===== src/rtl/ts_stream_rx.sv =====
//==============================================================================
// Module   : ts_stream_rx
// Purpose  : MPEG-2 transport-stream receiver. Hunts for the 0x47 sync byte on
//            a FIFO-fed byte stream, verifies packet alignment over LOCK_CNT
//            consecutive packets, then forwards bytes with SOP/EOP framing
//            and extracts the PID / TEI of every packet while locked.
// Revision : 1.0 - initial release
//------------------------------------------------------------------------------
// Parameters
//   PKT_LEN    : TS packet length in bytes (default 188)
//   LOCK_CNT   : consecutive good sync bytes needed to lock (default 3)
//   UNLOCK_CNT : consecutive bad sync bytes needed to drop lock (default 2)
// Ports
//   clk        in   1  clock, rising edge
//   rst        in   1  asynchronous active-high reset
//   data_in    in  10  [9] valid, [8] sync flag, [7:0] TS byte
//   locked     out  1  high while in LOCKED state
//   out_valid  out  1  qualifies out_data / out_sop / out_eop
//   out_data   out  8  forwarded TS byte (latency 1)
//   out_sop    out  1  packet byte 0
//   out_eop    out  1  packet byte PKT_LEN-1
//   pid        out 13  PID of the current packet
//   pid_valid  out  1  one-cycle strobe once pid is complete
//   tei        out  1  transport_error_indicator of the current packet
//   err_cnt    out 16  saturating sync-loss counter (only with TS_ERR_CNT_EN)
//   sync_err   out  1  one-cycle pulse on a bad sync byte while locked
// Build option
//   TS_ERR_CNT_EN : when defined, adds the err_cnt port and its counter.
//==============================================================================
`default_nettype none

module ts_stream_rx #(
   parameter int PKT_LEN    = 188,
   parameter int LOCK_CNT   = 3,
   parameter int UNLOCK_CNT = 2
) (
   input  logic        clk,
   input  logic        rst,
   input  logic [9:0]  data_in,
   output logic        locked,
   output logic        out_valid,
   output logic [7:0]  out_data,
   output logic        out_sop,
   output logic        out_eop,
   output logic [12:0] pid,
   output logic        pid_valid,
   output logic        tei,
`ifdef TS_ERR_CNT_EN
   output logic [15:0] err_cnt,
`endif
   output logic        sync_err
);

   localparam int CNT_W  = (PKT_LEN > 1) ? $clog2(PKT_LEN) : 1;
   localparam int GOOD_W = $clog2(LOCK_CNT + 1);
   localparam int BAD_W  = $clog2(UNLOCK_CNT + 1);

   localparam logic [CNT_W-1:0]  LAST_POS = CNT_W'(PKT_LEN - 1);
   localparam logic [CNT_W-1:0]  POS_B1   = CNT_W'(1);
   localparam logic [CNT_W-1:0]  POS_B2   = CNT_W'(2);
   localparam logic [GOOD_W-1:0] LOCK_TGT = GOOD_W'(LOCK_CNT);
   localparam logic [BAD_W-1:0]  UNLK_TGT = BAD_W'(UNLOCK_CNT);

   typedef enum logic [1:0] {
      ST_HUNT   = 2'd0,
      ST_VERIFY = 2'd1,
      ST_LOCKED = 2'd2
   } state_t;

   state_t             state_q, state_d;
   logic [CNT_W-1:0]   byte_cnt_q, byte_cnt_d;
   logic [GOOD_W-1:0]  good_cnt_q, good_cnt_d;
   logic [BAD_W-1:0]   bad_cnt_q, bad_cnt_d;
   logic               out_valid_q, out_valid_d;
   logic [7:0]         out_data_q, out_data_d;
   logic               out_sop_q, out_sop_d;
   logic               out_eop_q, out_eop_d;
   logic [12:0]        pid_q, pid_d;
   logic               pid_valid_q, pid_valid_d;
   logic               tei_q, tei_d;
   logic               sync_err_q, sync_err_d;

   logic               w_valid;
   logic               w_good;
   logic               w_at_sync;
   logic [CNT_W-1:0]   w_byte_next;
   logic [GOOD_W-1:0]  w_good_inc;
   logic [BAD_W-1:0]   w_bad_inc;

   assign w_valid     = data_in[9];
   assign w_good      = data_in[9] & data_in[8] & (data_in[7:0] == 8'h47);
   assign w_at_sync   = (byte_cnt_q == '0);
   assign w_byte_next = (byte_cnt_q == LAST_POS) ? '0 : byte_cnt_q + CNT_W'(1);
   assign w_good_inc  = good_cnt_q + GOOD_W'(1);
   assign w_bad_inc   = bad_cnt_q + BAD_W'(1);

   //---------------------------------------------------------------------------
   // State / output registers
   //---------------------------------------------------------------------------
   always_ff @(posedge clk or posedge rst) begin
      if (rst) begin
         state_q     <= ST_HUNT;
         byte_cnt_q  <= '0;
         good_cnt_q  <= '0;
         bad_cnt_q   <= '0;
         out_valid_q <= 1'b0;
         out_data_q  <= '0;
         out_sop_q   <= 1'b0;
         out_eop_q   <= 1'b0;
         pid_q       <= '0;
         pid_valid_q <= 1'b0;
         tei_q       <= 1'b0;
         sync_err_q  <= 1'b0;
      end else begin
         state_q     <= state_d;
         byte_cnt_q  <= byte_cnt_d;
         good_cnt_q  <= good_cnt_d;
         bad_cnt_q   <= bad_cnt_d;
         out_valid_q <= out_valid_d;
         out_data_q  <= out_data_d;
         out_sop_q   <= out_sop_d;
         out_eop_q   <= out_eop_d;
         pid_q       <= pid_d;
         pid_valid_q <= pid_valid_d;
         tei_q       <= tei_d;
         sync_err_q  <= sync_err_d;
      end
   end

   //---------------------------------------------------------------------------
   // Next-state and output decode
   //---------------------------------------------------------------------------
   always_comb begin
      state_d     = state_q;
      byte_cnt_d  = byte_cnt_q;
      good_cnt_d  = good_cnt_q;
      bad_cnt_d   = bad_cnt_q;
      out_valid_d = 1'b0;
      out_data_d  = out_data_q;
      out_sop_d   = 1'b0;
      out_eop_d   = 1'b0;
      pid_d       = pid_q;
      pid_valid_d = 1'b0;
      tei_d       = tei_q;
      sync_err_d  = 1'b0;

      // Cycles without a valid byte leave every counter and state untouched.
      if (w_valid) begin
         case (state_q)
            ST_HUNT: begin
               if (w_good) begin
                  byte_cnt_d = CNT_W'(1);
                  good_cnt_d = GOOD_W'(1);
                  bad_cnt_d  = '0;
                  if (LOCK_CNT <= 1) begin
                     state_d     = ST_LOCKED;
                     out_valid_d = 1'b1;
                     out_data_d  = data_in[7:0];
                     out_sop_d   = 1'b1;
                  end else begin
                     state_d = ST_VERIFY;
                  end
               end
            end

            ST_VERIFY: begin
               byte_cnt_d = w_byte_next;
               if (w_at_sync) begin
                  if (w_good) begin
                     good_cnt_d = w_good_inc;
                     if (w_good_inc == LOCK_TGT) begin
                        // The sync that completes lock opens the first
                        // forwarded packet.
                        state_d     = ST_LOCKED;
                        bad_cnt_d   = '0;
                        out_valid_d = 1'b1;
                        out_data_d  = data_in[7:0];
                        out_sop_d   = 1'b1;
                     end
                  end else begin
                     // Alignment failed; this byte is consumed, not retried
                     // as a new sync candidate.
                     state_d    = ST_HUNT;
                     byte_cnt_d = '0;
                     good_cnt_d = '0;
                  end
               end
            end

            ST_LOCKED: begin
               byte_cnt_d  = w_byte_next;
               out_valid_d = 1'b1;
               out_data_d  = data_in[7:0];
               out_sop_d   = w_at_sync;
               out_eop_d   = (byte_cnt_q == LAST_POS);

               if (byte_cnt_q == POS_B1) begin
                  tei_d        = data_in[7];
                  pid_d[12:8]  = data_in[4:0];
               end
               if (byte_cnt_q == POS_B2) begin
                  pid_d[7:0]   = data_in[7:0];
                  pid_valid_d  = 1'b1;
               end

               if (w_at_sync) begin
                  if (w_good) begin
                     bad_cnt_d = '0;
                  end else begin
                     bad_cnt_d  = w_bad_inc;
                     sync_err_d = 1'b1;
                     if (w_bad_inc == UNLK_TGT) begin
                        // Lock lost: the offending byte is dropped.
                        state_d     = ST_HUNT;
                        byte_cnt_d  = '0;
                        good_cnt_d  = '0;
                        bad_cnt_d   = '0;
                        out_valid_d = 1'b0;
                        out_data_d  = out_data_q;
                        out_sop_d   = 1'b0;
                        out_eop_d   = 1'b0;
                     end
                  end
               end
            end

            default: begin
               state_d    = ST_HUNT;
               byte_cnt_d = '0;
               good_cnt_d = '0;
               bad_cnt_d  = '0;
            end
         endcase
      end
   end

`ifdef TS_ERR_CNT_EN
   //---------------------------------------------------------------------------
   // Sync-loss counter: one count per LOCKED->HUNT transition, saturating.
   //---------------------------------------------------------------------------
   logic [15:0] err_cnt_q;

   always_ff @(posedge clk or posedge rst) begin
      if (rst) begin
         err_cnt_q <= '0;
      end else if ((state_q == ST_LOCKED) && (state_d == ST_HUNT) &&
                   (err_cnt_q != 16'hFFFF)) begin
         err_cnt_q <= err_cnt_q + 16'd1;
      end
   end

   assign err_cnt = err_cnt_q;
`endif

   assign locked    = (state_q == ST_LOCKED);
   assign out_valid = out_valid_q;
   assign out_data  = out_data_q;
   assign out_sop   = out_sop_q;
   assign out_eop   = out_eop_q;
   assign pid       = pid_q;
   assign pid_valid = pid_valid_q;
   assign tei       = tei_q;
   assign sync_err  = sync_err_q;

endmodule

`default_nettype wire


===== config.mk =====
export PLATFORM = sky130hd
export DESIGN_NAME = ts_stream_rx
export DESIGN_NICKNAME = d
export VERILOG_FILES = /design/src/rtl/ts_stream_rx.sv
export SDC_FILE = /design/constraint.sdc
export NUM_CORES = 1
export LEC_CHECK = 0
export BUFFER_PORTS_ARGS = -buffer_cell sky130_fd_sc_hd__clkbuf_2
export CORE_MARGIN = 4
export CORE_UTILIZATION = 49
export DETAILED_ROUTE_END_ITERATION = 6
export PLACE_DENSITY_LB_ADDON = 0.05
export SYNTH_ARGS = -nofsm -noshare
export SYNTH_HDL_FRONTEND = slang
export SYNTH_SLANG_ARGS = --single-unit

===== constraint.sdc =====
create_clock -name clk -period 2.75 [get_ports clk]
set_input_delay 0.1375 -clock clk [delete_from_list [all_inputs] [get_ports clk]]
set_output_delay 0.1375 -clock clk [all_outputs]
set_load 0.02 [all_outputs]

## Yosys cells after proc, flatten, opt, wreduce, memory -nomap -nowiden

Cells that the tools add are included.

| storage, ports and cells | value |
|---|---|
| flip-flop bits (word level) | 41 |
| input port bits | 12 |
| output and inout bits | 28 |
| word-level logic and storage cells | 102 |

| cells by class | value |
|---|---|
| $add $sub $neg | 3 |
| equal/unequal tests | 17 |
| muxes and demuxes | 57 |
| bitwise logic cells | 2 |
| reductions and logical operators | 10 |

Operator list:

| operator | count |
|---|---|
| two-way mux 8 bit | 13 |
| two-way mux 2 bit | 16 |
| one-hot mux 8 bit (3 select lines) | 1 |
| two-way mux 1 bit | 21 |
| one-hot mux 2 bit (3 select lines) | 3 |
| AND reduction 6 bit | 3 |
| one-hot mux 8 bit (2 select lines) | 1 |
| inequality test 2 bit, second input constant | 5 |
| adder 8 x 1 -> 8 bit, second input constant | 1 |
| == test 8 x 1 -> 1 bit, second input constant | 1 |
| == test 8 x 2 -> 1 bit, second input constant | 1 |
| == test 8 x 7 -> 1 bit, second input constant | 1 |
| == test 8 bit, second input constant | 1 |
| zero test 8 bit | 1 |
| AND reduction 7 bit | 1 |
| == test 2 bit, second input constant | 3 |
| AND reduction 3 bit | 2 |
| adder 2 x 1 -> 2 bit, second input constant | 2 |
| inequality test 2 x 1 -> 1 bit, second input constant | 2 |
| inequality test 4 bit, second input constant | 1 |
| one-hot mux 1 bit (2 select lines) | 2 |
| inequality test 3 bit, second input constant | 1 |
| bitwise AND 1 bit | 2 |
| == test 2 x 1 -> 1 bit, second input constant | 1 |
| 3 further kinds | 3 |

## Longest topological paths before layout

Gate-level depths: netlist (run 1).

| depth | value |
|---|---|
| depth after elaboration | 7 |
| mapped depth | 9 |

## Worst setup path before layout (run 1)

No wires, ideal clock.

| timing path | value |
|---|---|
| kind | register to register |
| start point | register byte_cnt_q[4] |
| end point | register good_cnt_q[1] |
| arrival | 2484 ps |
| required time | 2625 ps |
| slack | 141 ps |
| stages on the path, launching flop included | 7 |
| buffers on the path | 1 |
| cells stage by stage | dfrtp_1 or4_4 or4b_1 clkbuf_2 or3_4 a21oi_4 mux2_2 |

| between the ends | value |
|---|---|
| longest elaborated chain between the ends | 3 |

RTL lines:

| item | RTL line | source |
|---|---|---|
| start, declared | 71 | `logic [CNT_W-1:0] byte_cnt_q, byte_cnt_d;` |
| start signal, assigned | 116 | `byte_cnt_q <= byte_cnt_d;` |
| zero test 8 bit * | 92 | `assign w_at_sync = (byte_cnt_q == '0);` |
| inequality test 2 bit (no source line) or inequality test 2 x 1 -> 1 bit (tied branches) | - |  |
| AND reduction 6 bit (no source line) * | - |  |
| end signal, assigned | 117 | `good_cnt_q <= good_cnt_d;` |
| end, declared | 72 | `logic [GOOD_W-1:0] good_cnt_q, good_cnt_d;` |

Every way passes the cells marked *; elsewhere a longest branch is shown, timed or not.
A chain may end at the register's enable or synchronous reset.

## Worst setup path in the final report (run 1)

| timing path | value |
|---|---|
| start point | register byte_cnt_q[4] |
| end point | register byte_cnt_q[2] |

| between the ends | value |
|---|---|
| longest elaborated chain between the ends | 6 |

RTL lines:

| item | RTL line | source |
|---|---|---|
| == test 8 bit | 93 | `assign w_byte_next = (byte_cnt_q == LAST_POS) ? '0 : byte_cnt_q + CNT_W'(1);` |
| two-way mux 8 bit | 93 |  |
| two-way mux 8 bit | 212 | `if (w_bad_inc == UNLK_TGT) begin` |
| two-way mux 8 bit | 207 | `if (w_good) begin` |
| two-way mux 8 bit | 206 | `if (w_at_sync) begin` |
| one-hot mux 8 bit (3 select lines) * | 149 | `case (state_q)` |

Marked as above.

==> metrics.txt, run 1 <==
Post-Syn Instances 184; gr usage total 0.184; CP required 2940 ps; largest net degree at the start of global routing 42; Max Buffers Root-to-Sink 2; root buffer cell clkbuf_8; Fill cells 304; final hold violation count 0; number of setup buffers added after CTS 0; Synth cell types 40; number of antenna-violating nets in the routed design 0; final period utilization 0.956; setup TNS 0 ps; outcome finished, final reports clean; CTS Sinks 41; placed cell count 274; max capacitance violation total 0; most common cell after layout, fill and taps aside dfrtp_1; Worst Hold End pid[6]$_DFFE_PP0P_; commonest non-fill, non-tap cells in the layout dfrtp_1, clkbuf_2, nand2_1; DRC Markers 0; # IOs 40; Reg power frac 0.383; CP max stage cell or4_4; CTS H-tree depth 2; fmax 380 MHz; clock share of power 0.289; mapped cell area 1980 um2; crit path launch type register; Initial Util 0.526; hold path depth 3; Avg Inst Size Synth 10.8 um2; Placer Congestion 0.874; Non-Filler Instances 283; Worst R2R End byte_cnt_q[2]$_DFFE_PP0P_; CP max FO 8; pwr dens 820 nW/um2; DIE AREA 5130 um2; Ys Warns 0; Worst-path clk slew 80 ps; final setup violation count 0; gr ovfl total 0; Multi-input gate area 905 um2; die height 71.6 um; vias in the first global route 1592; P_leak 0.00125 uW; Chip Width 71.6 um; synthesized net count 205; final worst path period need 2630 ps; Vias 1523; area occupied by registers 1030 um2; initial antenna violation count 0; Routed WL per cell 15.1 um; IO Port Bufs 39; critical-path cell list or4_4 -> or4b_4 -> o311ai_1 -> a21o_2 -> nor2_1 -> a22o_1; Rel. slew slack 0.658; R2R Setup Slk 120 ps; Site Rows 22; dpl hpwl 3130 um; first-pass GRT wire length 7470 um; RSZ-0062 raised after global routing false; CP Data Arrival Time 2810 ps; Largest stage delay, worst path 580 ps; VDD IR-drop max 0.486 mV; switch share 0.325; power share of the combinational group 0.328; clk_lat worst skew 290 ps; worst min path class in -> reg; fraction of layout cells with a size suffix above 1 0.353; Worst Tran Pin Value 512 ps; r2r worst-path depth 6; Post-layout nets 255; area added between synthesis and finish 21.5%; drt pass-1 iters 4; Ant. Diodes 0; Slew Limit Fails 0; Crit. Startpoint byte_cnt_q[4]$_DFFE_PP0P_; Power Internal 1330 uW; sequential-to-total area share from yosys stat 0.518; switching power total 642 uW; Reg2Reg Launch Point byte_cnt_q[4]$_DFFE_PP0P_; Seq cells post-synth 41; core area 3770 um2; Vias/cell 5.38; min-delay src data_in[6]; Worst Skew 9.15 ps; total CTS buffers 5; total wire length after detailed routing 4280 um; CTS tree built; starting DRC count in detailed routing 149; final design utilization 0.639; Setup CP Type reg -> reg; CP Capture Type register
-- registers in the layout (all words and copies together) (netlist names) --
name and cells:
bad_cnt_q 2, byte_cnt_q 8, good_cnt_q 2, out_data 8, out_eop 1, out_sop 1, out_valid 1, pid 13
pid_valid 1, state_q 2, sync_err 1, tei 1
-- routing by layer --
layer	vias up	GRT usage	part of all wire
met5	-	0	0
met4	0	0.0543	0.0075
met3	4	0.0631	0.071
met2	53	0.295	0.47
met1	721	0.237	0.45
li1	745	-	-
-- cell families (layout without fill, tap and decap cells) --
| group | Yosys count | after routing | synth area share |
|---|---|---|---|
| buffers and inverters | 12 | 63 | 0.0278 |
| AO/OA/AOI/OAI | 37 | 37 | 0.131 |
| AND/OR/NAND/NOR | 68 | 68 | 0.170 |
| multiplexers | 17 | 17 | 0.0960 |
| adder cells (fa/ha/maj) | 9 | 9 | 0.0568 |
| flip-flops | 41 | 41 | 0.518 |
-- critical path: cells and delay by family, from the launching register on --
family / cells / cell delay (ps)
AND/OR/NAND/NOR: 3 / 1250
AO/OA/AOI/OAI: 3 / 830
flip-flops: 1 / 440
-- final cells by class --
class                   count  area share
clock buffers               5      0.0286
clock inverters             3      0.0270
inverters                   9      0.0140
multi-input cells         131       0.376
flip-flops and latches     41       0.426
well taps                  48      0.0249
repair buffers             46       0.104
-- worst max-delay path by stage --
| stage | cells past startpoint | end | slack [ps] |
|---|---|---|---|
| after floorplan | 6 | good_cnt_q[1]$_DFFE_PP0P_ | 140 |
| after global placement | 5 | good_cnt_q[1]$_DFFE_PP0P_ | 170 |
| after detailed placement | 6 | byte_cnt_q[2]$_DFFE_PP0P_ | 80 |
| after CTS | 6 | byte_cnt_q[2]$_DFFE_PP0P_ | 40 |
| after global routing | 6 | byte_cnt_q[2]$_DFFE_PP0P_ | 30 |
| final | 6 | byte_cnt_q[2]$_DFFE_PP0P_ | 120 |
-- per-stage QoR --
step | hold slack (ps) | power (uW) | cell area, um2 | setup WS (ps)
after floorplan | 243 | 1200 | 1980 | 141
after global placement | 258 | 1380 | 2260 | 172
after detailed placement | 283 | 1400 | 2260 | 79.0
after CTS | 85.8 | 1970 | 2400 | 38.1
after global routing | 101 | 2090 | 2410 | 28.6
final | 94.7 | 1980 | 2410 | 121
-- power by group through the flow --
stage	clock, uW	combinational (uW)	sequential, uW
floorplan	0	374	830
global placement	0	617	761
detailed placement	0	630	770
CTS	579	638	757
global route	613	708	773
finish	570	649	756
-- Yosys cell counts (all sizes together) --
library cell | count | area [um2]
mux2i | 1 | 10.0
nor4b | 1 | 8.76
o31ai | 1 | 7.51
o211ai | 1 | 7.51
o21a | 1 | 7.51
ha | 9 | 113
clkinv | 1 | 3.75
or3 | 2 | 18.8
nor3 | 2 | 10.0
a21boi | 1 | 7.51
clkbuf | 2 | 10.0
inv | 8 | 30.0
o21ai | 11 | 62.6
and3 | 3 | 20.0
nand3 | 4 | 20.0
buf | 1 | 11.3
nand4b | 3 | 26.3
a21oi | 7 | 46.3
mux2 | 16 | 180
a211oi | 1 | 7.51
or4 | 2 | 18.8
a31oi | 4 | 25.0
nor2 | 8 | 30.0
nor2b | 2 | 12.5
a21o | 3 | 26.3
o22ai | 1 | 6.26
a22o | 4 | 36.3
dfrtp | 41 | 1030
o21bai | 1 | 11.3
nor4 | 3 | 18.8
or2b | 1 | 8.76
nand2 | 36 | 135
o311ai | 1 | 8.76
or4b | 1 | 10.0
-- timing repair --
| action | in CTS | in global routing |
|---|---|---|
| resized for setup | 0 | 1 |
| hold endpoints to repair | 41 | 0 |
| hold buffers | 1 | 0 |
| setup endpoints to repair | 0 | 7 |
No activity file was read; power rests on OpenSTA's default activity.
==> run 2, diff against run 1 <==
Settings changed: ABC_AREA set to 1.
==> run 2 against run 1 <==
Compared with the run above:
- sequential share of layout area is 0.80 points lower
- critical endpoint is now pid[6]$_DFFE_PP0P_
- fmax is 40% higher
- synthesized cell count grew 38%
- critical path depth unchanged
- combinational power decreased by 6.6%
- hold slack improved by 5.5 ps
==> metrics.txt, run 2 <==
Worst Tran Pin Value 515 ps (+2.27 ps); largest net degree at the start of global routing 42 (unchanged); outcome finished, final reports clean; CP max FO 16 (+8); most common cell after layout, fill and taps aside nand2_1; power share of the combinational group 0.340 (+0.012); core area 4060 um2 (+7.6%); Final Worst Setup Slack 867 ps (+746 ps); Post-Syn Instances 254 (+38%); number of antenna-violating nets in the routed design 0 (unchanged); Initial Util 0.517 (-0.00813); CTS tree built; VDD IR-drop max 0.469 mV (-3.5%); share of the synthesized area in the top cell type 0.489 (-0.0290); first-pass GRT wire length 7600 um (+1.7%); total CTS buffers 5 (unchanged); Rel. slew slack 0.656 (-0.00254); EDFF count, synth 0 (unchanged); synthesized net count 275 (+34%); count leader, synth nand2_1; Site Rows 23 (+4.5%); CTS H-tree depth 2 (unchanged); hold path depth 3 (unchanged); gr ovfl total 0 (unchanged); pwr dens 726 nW/um2 (-11%); R2R Setup Slk 870 ps (+750 ps); clock share of power 0.237 (-0.052); Setup CP Type reg -> reg; P_leak 0.00129 uW (+3.2%); max capacitance violation total 0 (unchanged); total wire length after detailed routing 4650 um (+8.7%); final setup violation count 0 (unchanged); RSZ-0062 raised after global routing false; crit path launch type register; switch share 0.394 (+0.0696); final period utilization 0.685 (-0.271); Placer Congestion 0.821 (-6.0%); Fill cells 371 (+22%); drt pass-1 iters 4 (unchanged); initial antenna violation count 0 (unchanged); Post-layout nets 320 (+25%); # IOs 40 (unchanged); root buffer cell clkbuf_8; Power Internal 1080 uW (-19%); commonest non-fill, non-tap cells in the layout nand2_1, dfrtp_1, clkbuf_2; starting DRC count in detailed routing 154 (+3.4%); Max Buffers Root-to-Sink 2 (unchanged); dpl hpwl 3400 um (+8.7%); CP required 2940 ps (about the same); post-synth top area cell dfrtp_1; sequential-to-total area share from yosys stat 0.489 (-0.0290); Reg power frac 0.424 (+0.041); Worst-path clk slew 80 ps (about the same); Chip Width 73.5 um (+2.6%); IO Port Bufs 39 (unchanged); Slew Limit Fails 0 (unchanged); area added between synthesis and finish 16.9%; asr flop ratio synth 1.00 (unchanged); synth top area cells dfrtp_1, nand2_1, inv_1; CTS Sinks 41 (unchanged); Avg Inst Size Synth 8.27 um2 (-23%); Ys Warns 0 (unchanged); final worst path period need 1880 ps (-746 ps); gr usage total 0.184 (-0.000623); Synth cell types 26 (-35%); CP Data Arrival Time 2080 ps (-730 ps); Placement Setup Slack 875 ps (+796 ps); Seq cells post-synth 41 (unchanged); Vias/cell 5.06 (-6.0%); CP Capture Type register; fmax 531 MHz (+40%); Worst Skew 9.19 ps (+0.0320 ps); max reg flops 13 (unchanged); final hold violation count 0 (unchanged); mapped cell area 2100 um2 (+5.9%); die height 73.5 um (+2.6%); clk_lat worst skew 300 ps (about the same); vias in the first global route 1624 (+2.0%); main flop type after synthesis dfrtp_1; DIE AREA 5400 um2 (+5.3%); r2r worst-path depth 6 (unchanged); Ant. Diodes 0 (unchanged); Vias 1770 (+16%); setup TNS 0 ps (unchanged); DRC Markers 0 (unchanged); switching power total 703 uW (+9.6%); worst min path class in -> reg; number of setup buffers added after CTS 0 (unchanged); list of most frequent post-synthesis cells nand2_1, dfrtp_1, inv_1; Routed WL per cell 13.3 um (-12%); fraction of layout cells with a size suffix above 1 0.210 (-0.143)
==> run 2: worst paths after layout <==
kind	from	end
setup / recovery	state_q[0]$_DFFE_PP0P_	pid[6]$_DFFE_PP0P_
hold / removal	data_in[5]	out_data[5]$_DFFE_PP0P_
setup reg to reg	state_q[0]$_DFFE_PP0P_	pid[6]$_DFFE_PP0P_
hold reg to reg	out_data[0]$_DFFE_PP0P_	out_data[0]$_DFFE_PP0P_
max in group asynchronous	rst	byte_cnt_q[0]$_DFFE_PP0P_
min in group asynchronous	rst	pid[11]$_DFFE_PP0P_
==> run 2: layer usage <==
metal  vias to the layer above  global-route usage  share of wire
li1                        912                   -              -
met1                       810               0.263           0.50
met2                        43               0.277           0.44
met3                         5              0.0356          0.050
met4                         0              0.0664          0.012
met5                         -                   0              0
==> run 2: worst max-delay path, cell delays in order, from the launching register on <==
cell	delay, ps
dfrtp_1	410
inv_1	90
ha_1	350
nand2_1	170
nor3_2	200
buf_4	220
mux2_2	340
==> run 2: final cells by class <==
| class | count | area (um2) | share of cell area |
|---|---|---|---|
| inverter | 33 | 124 | 0.0505 |
| tap | 50 | 62.6 | 0.0255 |
| multi-input combinational | 176 | 926 | 0.377 |
| timing repair buffer | 42 | 220 | 0.0897 |
| clock inverter | 2 | 13.8 | 0.00561 |
| sequential | 41 | 1030 | 0.418 |
| clock buffer | 6 | 82.6 | 0.0336 |
==> run 2: cells by family (layout without fill, tap and decap cells) <==
group                      after synthesis  count (layout)  synth area share
and+or+nand+nor                        131             131             0.293
adders and majority gates                9               9            0.0536
DFF                                     41              41             0.489
muxes                                    1               1           0.00536
buffers and inverters                   37              83            0.0703
AOI/OAI and AO/OA                       33              33            0.0811
xor gates and xnor gates                 2               2           0.00834
==> run 2: metrics by stage <==
stage	instance area, um2	hold WS, ps	utilization	cells	power [uW]
after global placement	2350	279	0.579	341	1360
after floorplan	2100	275	-	254	1210
after global routing	2450	99.7	0.605	350	1910
after detailed placement	2350	284	0.579	341	1370
final	2450	100	0.605	350	1780
after CTS	2450	90.3	0.605	350	1800
==> run 2: what timing repair did <==
item	CTS	global route
hold buffers	1	0
endpoints found under the hold margin	41	0
gates resized for setup	0	0
==> run 2: power groups by stage <==
stage	clock network [uW]	registers, uW	logic (uW)
final	422	755	606
after global routing	455	770	685
after CTS	433	756	611
after detailed placement	0	767	606
after global placement	0	765	598
after floorplan	0	821	392
==> run 3, diff against run 2 <==
Clock period 2.75 ns to 1.6 ns, I/O delays scaled along.
==> run 3 against run 2 <==
Compared with the run above:
- the run now ends with negative setup slack left
- total power rose by 110%
- routed wire length rose by 14%
- sequential share of layout area fell by 6.5 points
- final cell count rose by 10%
- critical path type unchanged
- largest cell class is now multi-input combinational cells
==> metrics.txt, run 3 (synthesis results as in run 2) <==
Vias/cell 5.04 (-0.36%); Fill cells 303 (-18%); Worst R2R End byte_cnt_q[3]$_DFFE_PP0P_; CP required 1780 ps (-1160 ps); fmax 625 MHz (+18%); most common cell after layout, fill and taps aside nand2_1; P_leak 0.00150 uW (+16%); clk_lat worst skew 300 ps (about the same); final worst path period need 1600 ps (-283 ps); gr ovfl total 0 (unchanged); Power Internal 2340 uW (+120%); initial antenna violation count 0 (unchanged); # IOs 40 (unchanged); pwr dens 1300 nW/um2 (+78%); Final Worst Setup Slack -0.266 ps (-867 ps); Slew Limit Fails 0 (unchanged); failing checks negative setup slack; die height 73.5 um (unchanged); VDD IR-drop max 1.00 mV (+110%); Reg power frac 0.337 (-0.087); Worst Tran Pin Value 520 ps (+5.90 ps); CTS H-tree depth 2 (unchanged); Worst-path clk slew 90 ps (about the same); DRC Markers 0 (unchanged); Post-layout nets 356 (+11%); CP max FO 5 (-11); hold path depth 3 (unchanged); final setup violation count 1 (+1); Ant. Diodes 0 (unchanged); Routed WL per cell 13.7 um (+3.3%); final hold violation count 0 (unchanged); first-pass GRT wire length 7840 um (+3.2%); setup TNS -0.266 ps (-0.266 ps); fraction of layout cells with a size suffix above 1 0.375 (+0.165); largest net degree at the start of global routing 42 (unchanged); switching power total 1420 uW (+100%); total CTS buffers 5 (unchanged); IO Port Bufs 39 (unchanged); Reg2Reg Launch Point byte_cnt_q[1]$_DFFE_PP0P_; commonest non-fill, non-tap cells in the layout nand2_1, dfrtp_1, clkbuf_2; outcome finished, violations left; CP Capture Type register; r2r worst-path depth 9 (+3); placed cell count 368 (+7.9%); final period utilization 1.00 (+0.316); Max Buffers Root-to-Sink 2 (unchanged); vias in the first global route 1725 (+6.2%); Placer Congestion 0.819 (-0.24%); crit path launch type register; max capacitance violation total 0 (unchanged); root buffer cell clkbuf_8; min-delay src data_in[7]; RSZ-0062 raised after global routing true; Worst Hold End out_data[7]$_DFFE_PP0P_; dpl hpwl 3580 um (+5.5%); CP Data Arrival Time 1780 ps (-300 ps); Vias 1945 (+9.9%); CTS Sinks 41 (unchanged); starting DRC count in detailed routing 157 (+1.9%); core area 4060 um2 (unchanged); drt pass-1 iters 4 (unchanged); CTS tree built; Chip Width 73.5 um (unchanged); Rel. slew slack 0.653 (-0.00291); Initial Util 0.517 (unchanged); Site Rows 23 (unchanged); Setup CP Type reg -> reg; number of antenna-violating nets in the routed design 0 (unchanged); Worst Skew 12.4 ps (+3.26 ps); total wire length after detailed routing 5300 um (+14%); Crit. Startpoint byte_cnt_q[1]$_DFFE_PP0P_; gr usage total 0.189 (+0.00570); switch share 0.378 (-0.0163); Tot Pwr 3770 uW (+110%); Hold Slack 34.0 ps (-66.2 ps); DIE AREA 5400 um2 (unchanged); clock share of power 0.234 (-0.003); Placement Setup Slack 9.42 ps (-865 ps); R2R Setup Slk -0.3 ps (-870 ps); max reg flops 13 (unchanged); worst min path class in -> reg; area added between synthesis and finish 38.5%; power share of the combinational group 0.429 (+0.089); Non-Filler Instances 386 (+10%)
-- run 3: cell types whose count changed in the layout (fill, tap and decap cells not counted), sizes merged --
cell      change
buf          +35
clkinvlp      +1
bufinv        +1
clkinv        -2
nand3         +1
-- run 3: power groups by stage --
stage	clock [uW]	sequential, uW	combinational (uW)
floorplan	0	1410	682
global placement	0	1270	1320
detailed placement	0	1280	1320
CTS	906	1260	1330
global route	952	1280	1760
finish	882	1270	1620
-- run 3: worst max path at each step --
stage	depth (start not counted)	to	slack, ps
floorplan	6	pid[6]$_DFFE_PP0P_	20
global placement	11	byte_cnt_q[0]$_DFFE_PP0P_	60
detailed placement	9	byte_cnt_q[3]$_DFFE_PP0P_	9
CTS	9	byte_cnt_q[3]$_DFFE_PP0P_	10
global route	11	byte_cnt_q[0]$_DFFE_PP0P_	-50
finish	9	byte_cnt_q[3]$_DFFE_PP0P_	-0.3
-- run 3: cell type report --
| class | count | area (um2) | share of cell area |
|---|---|---|---|
| well taps | 50 | 62.6 | 0.0215 |
| flip-flops and latches | 41 | 1030 | 0.353 |
| clock inverters | 2 | 37.5 | 0.0129 |
| inverters | 33 | 124 | 0.0426 |
| repair buffers | 77 | 505 | 0.174 |
| multi-input cells | 177 | 1070 | 0.368 |
| clock buffers | 6 | 82.6 | 0.0284 |
-- run 3: repair_timing --
| item | 4_1_cts | 5_1_grt |
|---|---|---|
| endpoints found under the setup margin | 2 | 26 |
| cloned | 0 | 1 |
| hold buffers | 1 | 0 |
| setup buffers | 0 | 8 |
| pin swaps | 0 | 19 |
| gates resized for setup | 1 | 36 |
| endpoints found under the hold margin | 41 | 0 |
-- run 3: through the flow --
stage	area [um2]	util
after floorplan	2130	-
after global placement	2570	0.634
after detailed placement	2570	0.634
after CTS	2710	0.667
after global routing	2910	0.717
final	2910	0.717
-- run 3: routing by layer --
metal / vias up / share of wire / track usage
met4: 0 / 0.013 / 0.0765
met3: 8 / 0.049 / 0.0424
li1: 987 / - / -
met1: 901 / 0.45 / 0.268
met2: 49 / 0.48 / 0.281
met5: - / 0 / 0
-- run 3: critical path: stages, from the launching register on --
cell and delay [ps]:
dfrtp_1 410, inv_2 90, ha_4 140, nand3_2 90, nor2_4 210, nand3_2 140
nand2_4 120, nand2_2 80, a21oi_2 150, nor2_1 60
